### config.mk
export PLATFORM = sky130hd
export DESIGN_NAME = adder51_rr_arbiter
export DESIGN_NICKNAME = d
export VERILOG_FILES = /design/src/rtl/adder51_rr_arbiter.sv
export SDC_FILE = /design/constraint.sdc
export NUM_CORES = 1
export LEC_CHECK = 0
export BUFFER_PORTS_ARGS = -buffer_cell sky130_fd_sc_hd__buf_2
export CAP_MARGIN = 15
export CORE_AREA = 2 2 170 172
export DETAILED_ROUTE_END_ITERATION = 12
export DIE_AREA = 0 0 172 174
export GPL_ROUTABILITY_DRIVEN = 1
export SETUP_SLACK_MARGIN = 0.3
export SKIP_LAST_GASP = 1
export SLEW_MARGIN = 15
export SYNTH_ARGS = -nofsm -noshare
export SYNTH_HDL_FRONTEND = slang
export SYNTH_SLANG_ARGS = --single-unit
### constraint.sdc
create_clock -name clk -period 7.65 [get_ports clk]
set_input_delay 2.295 -clock clk [delete_from_list [all_inputs] [get_ports clk]]
set_output_delay 2.295 -clock clk [all_outputs]
set_load 0.02 [all_outputs]
### src/rtl/adder51_rr_arbiter.sv
// Round-robin share of one external 51+13-bit adder; result registered 1 cycle after transfer, req_ready all-low while a result is stalled.
// Optional build macro ADDER51_ARB_PERF_EN adds the perf_stall_cnt/perf_clr stall counter.
module adder51_rr_arbiter #(
  parameter int NUM_REQ = 4,
  parameter int ID_W    = 2
) (
  input  logic                  clk,
  input  logic                  rst,
  input  logic [NUM_REQ-1:0]    req_valid,
  output logic [NUM_REQ-1:0]    req_ready,
  input  logic [NUM_REQ*51-1:0] req_a,
  input  logic [NUM_REQ*13-1:0] req_b,
  output logic [50:0]           add_a,
  output logic [12:0]           add_b,
  input  logic [51:0]           add_sum,
  output logic                  resp_valid,
  input  logic                  resp_ready,
  output logic [51:0]           resp_sum,
  output logic [ID_W-1:0]       resp_id
`ifdef ADDER51_ARB_PERF_EN
  ,
  input  logic                  perf_clr,
  output logic [15:0]           perf_stall_cnt
`endif
);

  typedef enum logic {EMPTY = 1'b0, FULL = 1'b1} state_t;

  state_t          state_q, state_d;
  logic [51:0]     sum_q, sum_d;
  logic [ID_W-1:0] id_q, id_d;
  logic [ID_W-1:0] rr_ptr_q, rr_ptr_d;

  logic            gnt_vld;
  logic [ID_W-1:0] gnt_idx;
  logic [ID_W:0]   cand;
  logic            can_accept;
  logic            xfer;

  // Scan from rr_ptr upward with wrap; first valid requester wins.
  always_comb begin
    gnt_vld = 1'b0;
    gnt_idx = rr_ptr_q;
    cand    = '0;
    for (int k = 0; k < NUM_REQ; k++) begin
      cand = {1'b0, rr_ptr_q} + (ID_W+1)'(k);
      if (cand >= (ID_W+1)'(NUM_REQ)) begin
        cand = cand - (ID_W+1)'(NUM_REQ);
      end
      if (!gnt_vld && req_valid[cand[ID_W-1:0]]) begin
        gnt_vld = 1'b1;
        gnt_idx = cand[ID_W-1:0];
      end
    end
  end

  assign can_accept = (state_q == EMPTY) | resp_ready;
  assign xfer       = gnt_vld & can_accept & ~rst;

  always_comb begin
    req_ready = '0;
    if (xfer) begin
      req_ready[gnt_idx] = 1'b1;
    end
  end

  // Without a grant gnt_idx is rr_ptr, so the adder still sees stable operands.
  assign add_a = req_a[gnt_idx*51 +: 51];
  assign add_b = req_b[gnt_idx*13 +: 13];

  always_comb begin
    state_d  = state_q;
    sum_d    = sum_q;
    id_d     = id_q;
    rr_ptr_d = rr_ptr_q;
    if (xfer) begin
      state_d = FULL;
      sum_d   = add_sum;
      id_d    = gnt_idx;
      if (gnt_idx == ID_W'(NUM_REQ - 1)) begin
        rr_ptr_d = '0;
      end else begin
        rr_ptr_d = gnt_idx + 1'b1;
      end
    end else if (state_q == FULL && resp_ready) begin
      state_d = EMPTY;
    end
  end

  always_ff @(posedge clk or posedge rst) begin
    if (rst) begin
      state_q  <= EMPTY;
      sum_q    <= '0;
      id_q     <= '0;
      rr_ptr_q <= '0;
    end else begin
      state_q  <= state_d;
      sum_q    <= sum_d;
      id_q     <= id_d;
      rr_ptr_q <= rr_ptr_d;
    end
  end

  assign resp_valid = (state_q == FULL);
  assign resp_sum   = sum_q;
  assign resp_id    = id_q;

`ifdef ADDER51_ARB_PERF_EN
  logic [15:0] stall_cnt_q, stall_cnt_d;

  always_comb begin
    stall_cnt_d = stall_cnt_q;
    if (perf_clr) begin
      stall_cnt_d = '0;
    end else if ((|req_valid) && !xfer && stall_cnt_q != 16'hFFFF) begin
      stall_cnt_d = stall_cnt_q + 16'd1;
    end
  end

  always_ff @(posedge clk or posedge rst) begin
    if (rst) begin
      stall_cnt_q <= '0;
    end else begin
      stall_cnt_q <= stall_cnt_d;
    end
  end

  assign perf_stall_cnt = stall_cnt_q;
`endif

endmodule

==> impl_metrics.py <==
metrics = {
    "sta": {
        "fin_skew_ns": 0.004356,
        "worst_pin_slew_ns": 0.7714,
        "tns_ns": 0,
        "setup_violations": 0,
        "hold_viol": 0,
        "max_clock_freq_mhz": 152.0,
        "finalCritPeriodShare_pct": 85.99,
        "slew_headroom_pct": 47.90,
        "fin_ws_ns": 1.071,
        "min_period_ns": 6.579,
        "rsz0062_at_grt": "no",
        "maxSlewViolCount": 0,
    },
    "global_route": {
        "overflow": 0,
        "grt_max_degree": 131,
        "grt_pass1_wl_um": 26590,
        "antenna_found_initial": 3,
        "grt_pass1_vias": 5110,
        "grtUsageTotal_pct": 11.33,
    },
    "worst_setup_path": {
        "cp_cell_sequence": "buf_2 -> nor2b_2 -> o21bai_1 -> nand3_4 -> inv_4 -> buf_4 -> nand2_1 -> a32oi_1 -> buf_2",
        "crit_top_cell": "buf_2",
        "crit_family": "buffers and inverters",
        "cp-end-kind": "output pin",
        "crit_fanout": 32,
        "ff2ff_setup_slack_ns": 5.67,
        "cp_data_required_time_ns": 5.36,
        "reg2reg_depth": 3,
        "cpMaxStageDelayCell": "buf_4",
        "setup.worst_path.start": "req_valid[0]",
        "cp.arrival_ns": 4.28,
        "cp.depth": 9,
        "r2r-start": "resp_valid",
        "crit_type": "input port to output pin",
        "critical_path.max_stage_delay_ns": 0.38,
        "rr_endpoint": "resp_sum[18]",
        "critPathLaunchType": "input port",
        "crit_path_end": "add_b[3]",
        "worst-path-buf-inv": 4,
    },
    "synthesis": {
        "ys_types": 29,
        "syn_inst": 510,
        "synth-simple-area-share_pct": 19.86,
        "avgSynthCellArea_um2": 8.067,
        "seq_area_frac_synth_pct": 34.67,
        "synth_fa_ha_area_share_pct": 0.3041,
        "yosysWarnings": 0,
        "ys_ff_latch": 57,
        "synth_top_family_by_area": "compound AO/OA/AOI/OAI gates",
        "synth_fp_nets": 826,
        "synthMuxAreaShare_pct": 14.78,
        "synth_area_mm2": 0.004114,
        "synthXorXnorAreaFrac_pct": 0,
        "ys.flop_type": "dfrtp_1",
        "async_flop_share_pct": 100.0,
        "synth_compound_area_share_pct": 23.57,
        "synth-edff-count": 0,
    },
    "clock_tree": {
        "clockBufferDepth": 2,
        "clk-insertion-delay-late_ns": 0.33,
        "cts_resized": 0,
        "cts_tree": "yes",
        "clk_pin_slew_ns": 0.06,
        "cts.sinks": 57,
        "cts_buffers": 9,
        "cts_root_buffer": "clkbuf_16",
        "htree_levels": 3,
        "post-cts-setup-buffers": 0,
        "cts_hold_buf": 0,
    },
    "detailed_routing": {
        "via_count": 5465,
        "drt_iter0_markers": 211,
        "routed_wl_um": 18900,
        "drc_errors": 0,
        "wl_per_cell_um": 14.47,
        "ant_nets": 0,
        "routed_via_density": 4.185,
        "firstDrtPassIters": 4,
    },
    "power_and_ir_drop": {
        "p_leak_nw": 3.482,
        "p_per_area_mw_per_mm2": 312.9,
        "ir_drop_mv": 0.1544,
    },
    "cells_and_area": {
        "stdcell_count": 1306,
        "layout.nets": 1232,
        "area_growth_pct": 67.82,
        "fillers": 3187,
        "finish.utilization_pct": 24.45,
        "final_common_cell": "buf_2",
        "layout-drive-gt1-share_pct": 56.46,
        "layout_common_cells": "437 x buf_2, 192 x nand2_1, 66 x a21oi_1",
    },
    "floorplan": {
        "fp.dieH_um": 174,
        "ioPinCount": 438,
        "dieArea_mm2": 0.02993,
        "rows": 62,
        "start_util_pct": 14.57,
        "fp.coreArea_mm2": 0.02824,
        "dieWidth_um": 172,
    },
    "placement": {
        "dpl.cell_count": 1289,
        "portBuffers": 437,
        "post-place-ws_ns": 0.9637,
        "place_congestion": 0.7993,
        "dp_hpwl_um": 14910,
    },
    "job": {
        "drv_cap": 0,
    },
    "min_path": {
        "hold_class": "register to register",
    },
    "status": {
        "status": "finished, final reports clean",
    },
}
[worst min path at each step]
stage / slack, ns / from / end / cells past startpoint
finish: 0.50 / resp_sum[51] / resp_sum[51] / 1
floorplan: 0.55 / rr_ptr_q[1] / rr_ptr_q[1] / 1
detailed placement: 0.49 / resp_sum[23] / resp_sum[23] / 1
global route: 0.52 / resp_sum[23] / resp_sum[23] / 1
CTS: 0.50 / resp_sum[5] / resp_sum[5] / 1
global placement: 0.49 / resp_sum[41] / resp_sum[41] / 1
[area by class of cell]
| class | count | area, um2 | share of cell area, % |
|---|---|---|---|
| Multi-Input combinational cell | 400 | 2422 | 35.09 |
| Timing Repair Buffer | 443 | 2270 | 32.87 |
| Sequential cell | 57 | 1426 | 20.66 |
| Tap cell | 384 | 480.5 | 6.959 |
| Clock buffer | 9 | 225.2 | 3.262 |
| Clock inverter | 7 | 56.30 | 0.8155 |
| Inverter | 5 | 21.27 | 0.3081 |
| Antenna cell | 1 | 2.502 | 0.03625 |
[report_power, final]
group          internal, mW  leakage [nW]  switching [mW]  total (mW)
logic                 0.480          2.68           0.913        1.39
clock network         0.221         0.136           0.155       0.376
registers             0.357         0.665          0.0334       0.390
[state kept, by name, summed over array words and instances (netlist names)]
signal / flops
resp_sum: 52
resp_id: 2
rr_ptr_q: 2
resp_valid: 1
[worst register-to-register path, delay by kind of cell (launching register included)]
family / cells / cell delay [ns]
buffers and inverters: 1 / 0.63
multiplexers: 1 / 0.45
flip-flops: 1 / 0.42
AO/OA/AOI/OAI: 1 / 0.37
[cells in the mapped netlist (2+ instances only)]
cell type / number / area [um2]
buf_2: 29 / 145.1
dfrtp_1: 57 / 1426
buf_4: 8 / 60.06
buf_6: 2 / 22.52
mux2_2: 54 / 608.1
a32oi_1: 64 / 560.5
buf_1: 3 / 11.26
clkbuf_1: 6 / 22.52
a21oi_1: 66 / 330.3
nand2_1: 192 / 720.7
nor2_1: 3 / 11.26
and3_1: 3 / 18.77
nor2b_1: 4 / 25.02
inv_1: 4 / 15.01
[per-stage QoR]
step           hold slack [ns]  power (mW)  instance area (um2)
2_1_floorplan           0.5541       1.341                 4114
3_3_place_gp            0.4857       1.785                 6620
3_5_place_dp            0.4897       1.800                 6620
4_1_cts                 0.5034       2.191                 6902
5_1_grt                 0.5202       2.311                 6904
6_report                0.4977       2.160                 6904
[cells by family after synthesis]
kind of cell | Yosys count
AND/OR/NAND/NOR | 207
AO/OA/AOI/OAI | 138
flip-flops | 57
multiplexers | 54
buffers and inverters | 53
adder cells (fa/ha/maj) | 1
[routing by layer]
metal | track usage [%] | vias to the layer above | share of wire, %
met5 | 0 | - | 0.069
met4 | 2.486 | 2 | 1.4
met3 | 3.324 | 24 | 9.9
met2 | 20.43 | 297 | 49
met1 | 13.13 | 2512 | 40
li1 | - | 2630 | -
(Power assumes the default switching activity.)
